**src/rtl/piso_pkg.sv**
```systemverilog
// piso_pkg: shared word width, FSM encodings and parity helper for the PISO transmitter
package piso_pkg;
  localparam int WORD_W = 8;
  typedef enum logic [1:0] {
    ST_IDLE   = 2'd0,
    ST_SHIFT  = 2'd1,
    ST_PARITY = 2'd2
  } state_e;
  function automatic logic even_par(input logic [WORD_W-1:0] d);
    return ^d;
  endfunction
endpackage

```
**src/rtl/piso_shreg.sv**
```systemverilog
// piso_shreg: loadable left-shift register exposing its MSB
module piso_shreg import piso_pkg::*; (
  input  logic              clk,
  input  logic              rst,
  input  logic              load_i,
  input  logic              shift_i,
  input  logic [WORD_W-1:0] d_i,
  output logic              msb_o
);
  logic [WORD_W-1:0] q_q;
  always_ff @(posedge clk)
    if (rst) q_q <= '0;
    else if (load_i) q_q <= d_i;
    else if (shift_i) q_q <= {q_q[WORD_W-2:0], 1'b0};
  assign msb_o = q_q[WORD_W-1];
endmodule

```
**src/rtl/piso_tx.sv**
```systemverilog
// piso_tx: byte-wide valid/ready in, MSB-first serial out with trailing even parity bit
module piso_tx import piso_pkg::*; (
  input  logic              CLK,
  input  logic              RESET,
  input  logic [WORD_W-1:0] DATA_IN,
  input  logic              VALID_IN,
  output logic              READY_OUT,
  output logic              SERIAL_OUT,
  output logic              SERIAL_VALID,
  output logic              FRAME_START
);
  state_e      state_q, state_d;
  logic [2:0]  cnt_q, cnt_d;
  logic        par_q, par_d, ser_q, ser_d, sv_q, fs_q;
  logic        load, shift, nxt_msb, xfer;
  assign READY_OUT    = !RESET && (state_q == ST_IDLE || state_q == ST_PARITY);
  assign xfer         = VALID_IN && READY_OUT;
  assign SERIAL_OUT   = ser_q;
  assign SERIAL_VALID = sv_q;
  assign FRAME_START  = fs_q;
  // The MSB goes straight into the output flop at load, so the shifter holds the bits still to come
  piso_shreg u_shreg (
    .clk     (CLK),
    .rst     (RESET),
    .load_i  (load),
    .shift_i (shift),
    .d_i     ({DATA_IN[WORD_W-2:0], 1'b0}),
    .msb_o   (nxt_msb)
  );
  always_comb begin
    state_d = ST_IDLE;
    cnt_d   = cnt_q;
    par_d   = par_q;
    ser_d   = 1'b0;
    load    = 1'b0;
    shift   = 1'b0;
    case (state_q)
      ST_IDLE, ST_PARITY: if (xfer) begin
        state_d = ST_SHIFT;
        load    = 1'b1;
        cnt_d   = 3'd0;
        par_d   = even_par(DATA_IN);
        ser_d   = DATA_IN[WORD_W-1];
      end
      ST_SHIFT: begin
        shift   = 1'b1;
        cnt_d   = cnt_q + 3'd1;
        state_d = (cnt_q == 3'd7) ? ST_PARITY : ST_SHIFT;
        ser_d   = (cnt_q == 3'd7) ? par_q : nxt_msb;
      end
      default: ;
    endcase
  end
  always_ff @(posedge CLK)
    if (RESET) begin
      state_q <= ST_IDLE;
      cnt_q   <= 3'd0;
      par_q   <= 1'b0;
      ser_q   <= 1'b0;
      sv_q    <= 1'b0;
      fs_q    <= 1'b0;
    end else begin
      state_q <= state_d;
      cnt_q   <= cnt_d;
      par_q   <= par_d;
      ser_q   <= ser_d;
      sv_q    <= (state_d != ST_IDLE);
      fs_q    <= load;
    end
endmodule

```
**config.mk**
```make
export PLATFORM = sky130hd
export DESIGN_NAME = piso_tx
export DESIGN_NICKNAME = d
export VERILOG_FILES = /design/src/rtl/piso_pkg.sv /design/src/rtl/piso_shreg.sv /design/src/rtl/piso_tx.sv
export SDC_FILE = /design/constraint.sdc
export NUM_CORES = 1
export LEC_CHECK = 0
export ABC_AREA = 1
export CAP_MARGIN = 20
export CORE_AREA = 2 2 39 41
export DETAILED_ROUTE_END_ITERATION = 8
export DIE_AREA = 0 0 41 43
export DONT_BUFFER_PORTS = 1
export GPL_ROUTABILITY_DRIVEN = 0
export PLACE_DENSITY = 0.78
export SYNTH_ARGS = -nofsm -noshare
export SYNTH_HDL_FRONTEND = slang
export SYNTH_SLANG_ARGS = --single-unit
```
**constraint.sdc**
```tcl
create_clock -name CLK -period 1.94 [get_ports CLK]
set_input_delay 0.194 -clock CLK [delete_from_list [all_inputs] [get_ports CLK]]
set_output_delay 0.194 -clock CLK [all_outputs]
set_load 0.005 [all_outputs]
```
==> summary.md <==
The run finished with clean final reports. The data required time of the critical path is 2080 ps. Cell row count: 14. IR analysis of the VDD net gives a maximum drop of 0.000472 V. The effective utilization at floorplan came out at 0.587.

The number of global-route vias before repair was 586; the I/O pin total was 15. Detailed routing placed a total of 595 microns of wire on met2. Using the TritonRoute via totals, the vias-per-cell ratio works out to 5.18. The tools report the clock root buffer as clkbuf_4. Clock skew on the completed layout was measured at 3.30 ps. In the final design database the tool counted 123 nets.

The post-route fraction of the period consumed by the critical path was 0.597; the height of the die was 43 microns. Yosys printed 0 warnings. Global routing finished with a remaining overflow of 0.

Before CTS, the worst setup slack after placement is 814 ps. The global-route wire length before repair was 2.26 mm. The top flip-flop cell by instance count after synthesis was dfxtp_1. The count of nets left with antenna violations after detail routing is 0, and the length of routed wiring on met1 is 628 microns.

The tools report the final setup TNS as 0 ps. For this design the static power due to leakage is 0.356 nW. Buffers added to address setup during post-CTS repair amount to 0. The routed design has 1.29 mm of wire.

After clock tree synthesis, the clock-pin slew on the worst setup and hold paths is 90 ps. Startpoint class of the critical path: a flop. The number of synthesized flops with an enable pin came out at 0. After legalization and detailed placement, the total HPWL measured 941 microns. The routed length on met3 came out at 53 microns.

The detailed router finished its first iteration with 13 violations. The maximum number of pins on one net before global-route repair was 15; the total core area was 0.00138 sq mm. Relative to the synthesized area, the layout overhead comes to 2.16%. TritonCTS built the clock tree. The relative slew slack was 0.631; the horizontal die dimension was 41 microns. Setup slack on the critical path of the routed design comes to 782 ps. For this design, the sink count on the clock tree is 16.

After detailed routing, the average wire length per cell comes to 10.3 microns. The final number of setup-violating endpoints is 0, and the worst path arrival time is 1300 ps. 0 antenna diodes ended up in the layout.

The fraction of final layout cells with drive strength greater than 1 came out at 0.0917. Peak clock frequency supported by timing: 864 MHz. The clock period could shrink to 1160 ps.

Across the run, the number of max-cap violations was 0. The global routing usage summed across all routing layers was 0.188. In this run the mean area of a mapped cell was 7.45 sq um. For the total standard cell area after synthesis, the log shows 812 sq um. The H-tree level count came out at 1. The logs give 0 for the initial antenna violation count and 0 for the number of hold-slack violations in the final timing report.

The routed via count came out at 647. Port buffering added 0 buffers. The type of element capturing the critical path is a flop. Synthesis produced a netlist whose cell count is 109. DRC violations left: 0.

The largest fanout on the critical path is 13. Counting the buffers created by CTS gives 3. For this design the ratio of total power to cell area is 793 mW/mm^2.

The first TritonRoute pass finished after 4 iterations. The number of nets in the synthesized netlist is 122. After synthesis the netlist holds a flip-flop and latch count of 16.

The transition time of the tightest slew-check pin was 552 ps. The share of flip-flops with an asynchronous set or reset after synthesis was 0; the count of pins over their slew limit was 0. The longest clock path from root to sink contains 2 buffers.

Clock latency on the worst-skew pair, taken at its later pin, is 280 ps. The run gives 0.599 as the post-route core utilization. The tools report the portion of the post-synthesis area used by sequential elements as 0.394. Highest routed metal layer: met4. Number of distinct standard cells referenced by the synthesized netlist: 19. Category of the critical setup timing path: flop to flop. The die covers 0.00176 sq mm.

The class of the tightest hold or removal check was input port to flop. Setup repair after global routing left no endpoint under its margin. The run gives 132 as the count of fill cells added during filler insertion.
## logic make-up (layout without fill, tap and decap cells)
family / after synthesis / in the layout / synth area share
XOR/XNOR: 5 / 5 / 0.0539
buffers and inverters: 14 / 14 / 0.105
AO/OA/AOI/OAI: 12 / 12 / 0.0940
AND/OR/NAND/NOR: 60 / 60 / 0.322
adder cells (fa/ha/maj): 2 / 2 / 0.0308
flip-flops: 16 / 16 / 0.394
## per-stage QoR
step,std cells,instance area [sq um],hold slack [ps],power [W]
finish,125,830,54.1,0.000658
global route,125,830,50.4,0.000695
CTS,125,830,48.8,0.000664
detailed placement,120,783,268,0.000446
global placement,120,783,266,0.000443
floorplan,109,812,341,0.000450
## worst paths after layout
| path | from | to | cells after the start | slack (ps) |
|---|---|---|---|---|
| worst min-delay path | RESET | par_q | 3 | 50 |
| worst max register to register | state_q[0] | u_shreg.q_q[5] | 5 | 780 |
| worst max-delay path | state_q[0] | u_shreg.q_q[5] | 5 | 780 |
| worst min register to register | cnt_q[2] | cnt_q[2] | 2 | 480 |
## area by class of cell
| type | count | area [sq um] | share of cell area |
|---|---|---|---|
| Multi-Input combinational cell | 79 | 407 | 0.490 |
| Timing Repair Buffer | 1 | 10.0 | 0.0121 |
| Inverter | 9 | 36.3 | 0.0437 |
| Clock buffer | 4 | 36.3 | 0.0437 |
| Tap cell | 16 | 20.0 | 0.0241 |
| Sequential cell | 16 | 320 | 0.386 |
## placed cells by master (no fill, tap or decap)
cell type      netlist  routed
a31oi_1              7       7
inv_4                1       1
clkbuf_4             0       3
clkbuf_8             0       1
dlygate4sd3_1        0       1
nor2_1               9       9
nand2_1             43      43
ha_1                 2       2
a21oi_1              4       4
dfxtp_1             16      16
xor2_1               2       2
a211oi_2             1       1
nor2_4               3       3
xnor2_1              3       3
inv_1                8       8
nor4_1               1       1
nand3_1              3       3
nand2_4              1       1
## cell usage after synthesis, types with 2 or more instances
cell      n  area share
nand2_1  43        0.20
dfxtp_1  16        0.39
nor2_1    9       0.042
inv_1     8       0.037
a31oi_1   7       0.054
a21oi_1   4       0.025
nand3_1   3       0.018
nor2_4    3       0.042
xnor2_1   3       0.032
buf_6     2       0.028
ha_1      2       0.031
xor2_1    2       0.022
## where the power goes
group          total (W)  switching, W  internal, W
Clock           0.000214      0.000100     0.000114
Combinational  0.0000891     0.0000544    0.0000347
Sequential      0.000355    0.00000968     0.000345
## routing by layer
metal | vias to the layer above | GRT usage
met1 | 289 | 0.249
met2 | 13 | 0.278
met4 | 0 | 0.100
met5 | - | 0
li1 | 343 | -
met3 | 2 | 0.0314
## worst max-delay path, stage by stage (launching register included)
cell and delay [ps]:
dfxtp_1 380, inv_1 100, nor2_4 260, nor2_4 120, nand2_1 80, a31oi_1 80
## timing repair
item / CTS / global route
gates resized for setup: 0 / 0
hold buffers: 1 / 0
endpoints found under the hold margin: 14 / 0
## registers in the layout, summed over array words and instances (netlist names)
name	flops
FRAME_START	1
SERIAL_OUT	1
SERIAL_VALID	1
cnt_q	3
par_q	1
state_q	2
u_shreg.q_q	7
Note: power is estimated with default switching activity, not from simulation.
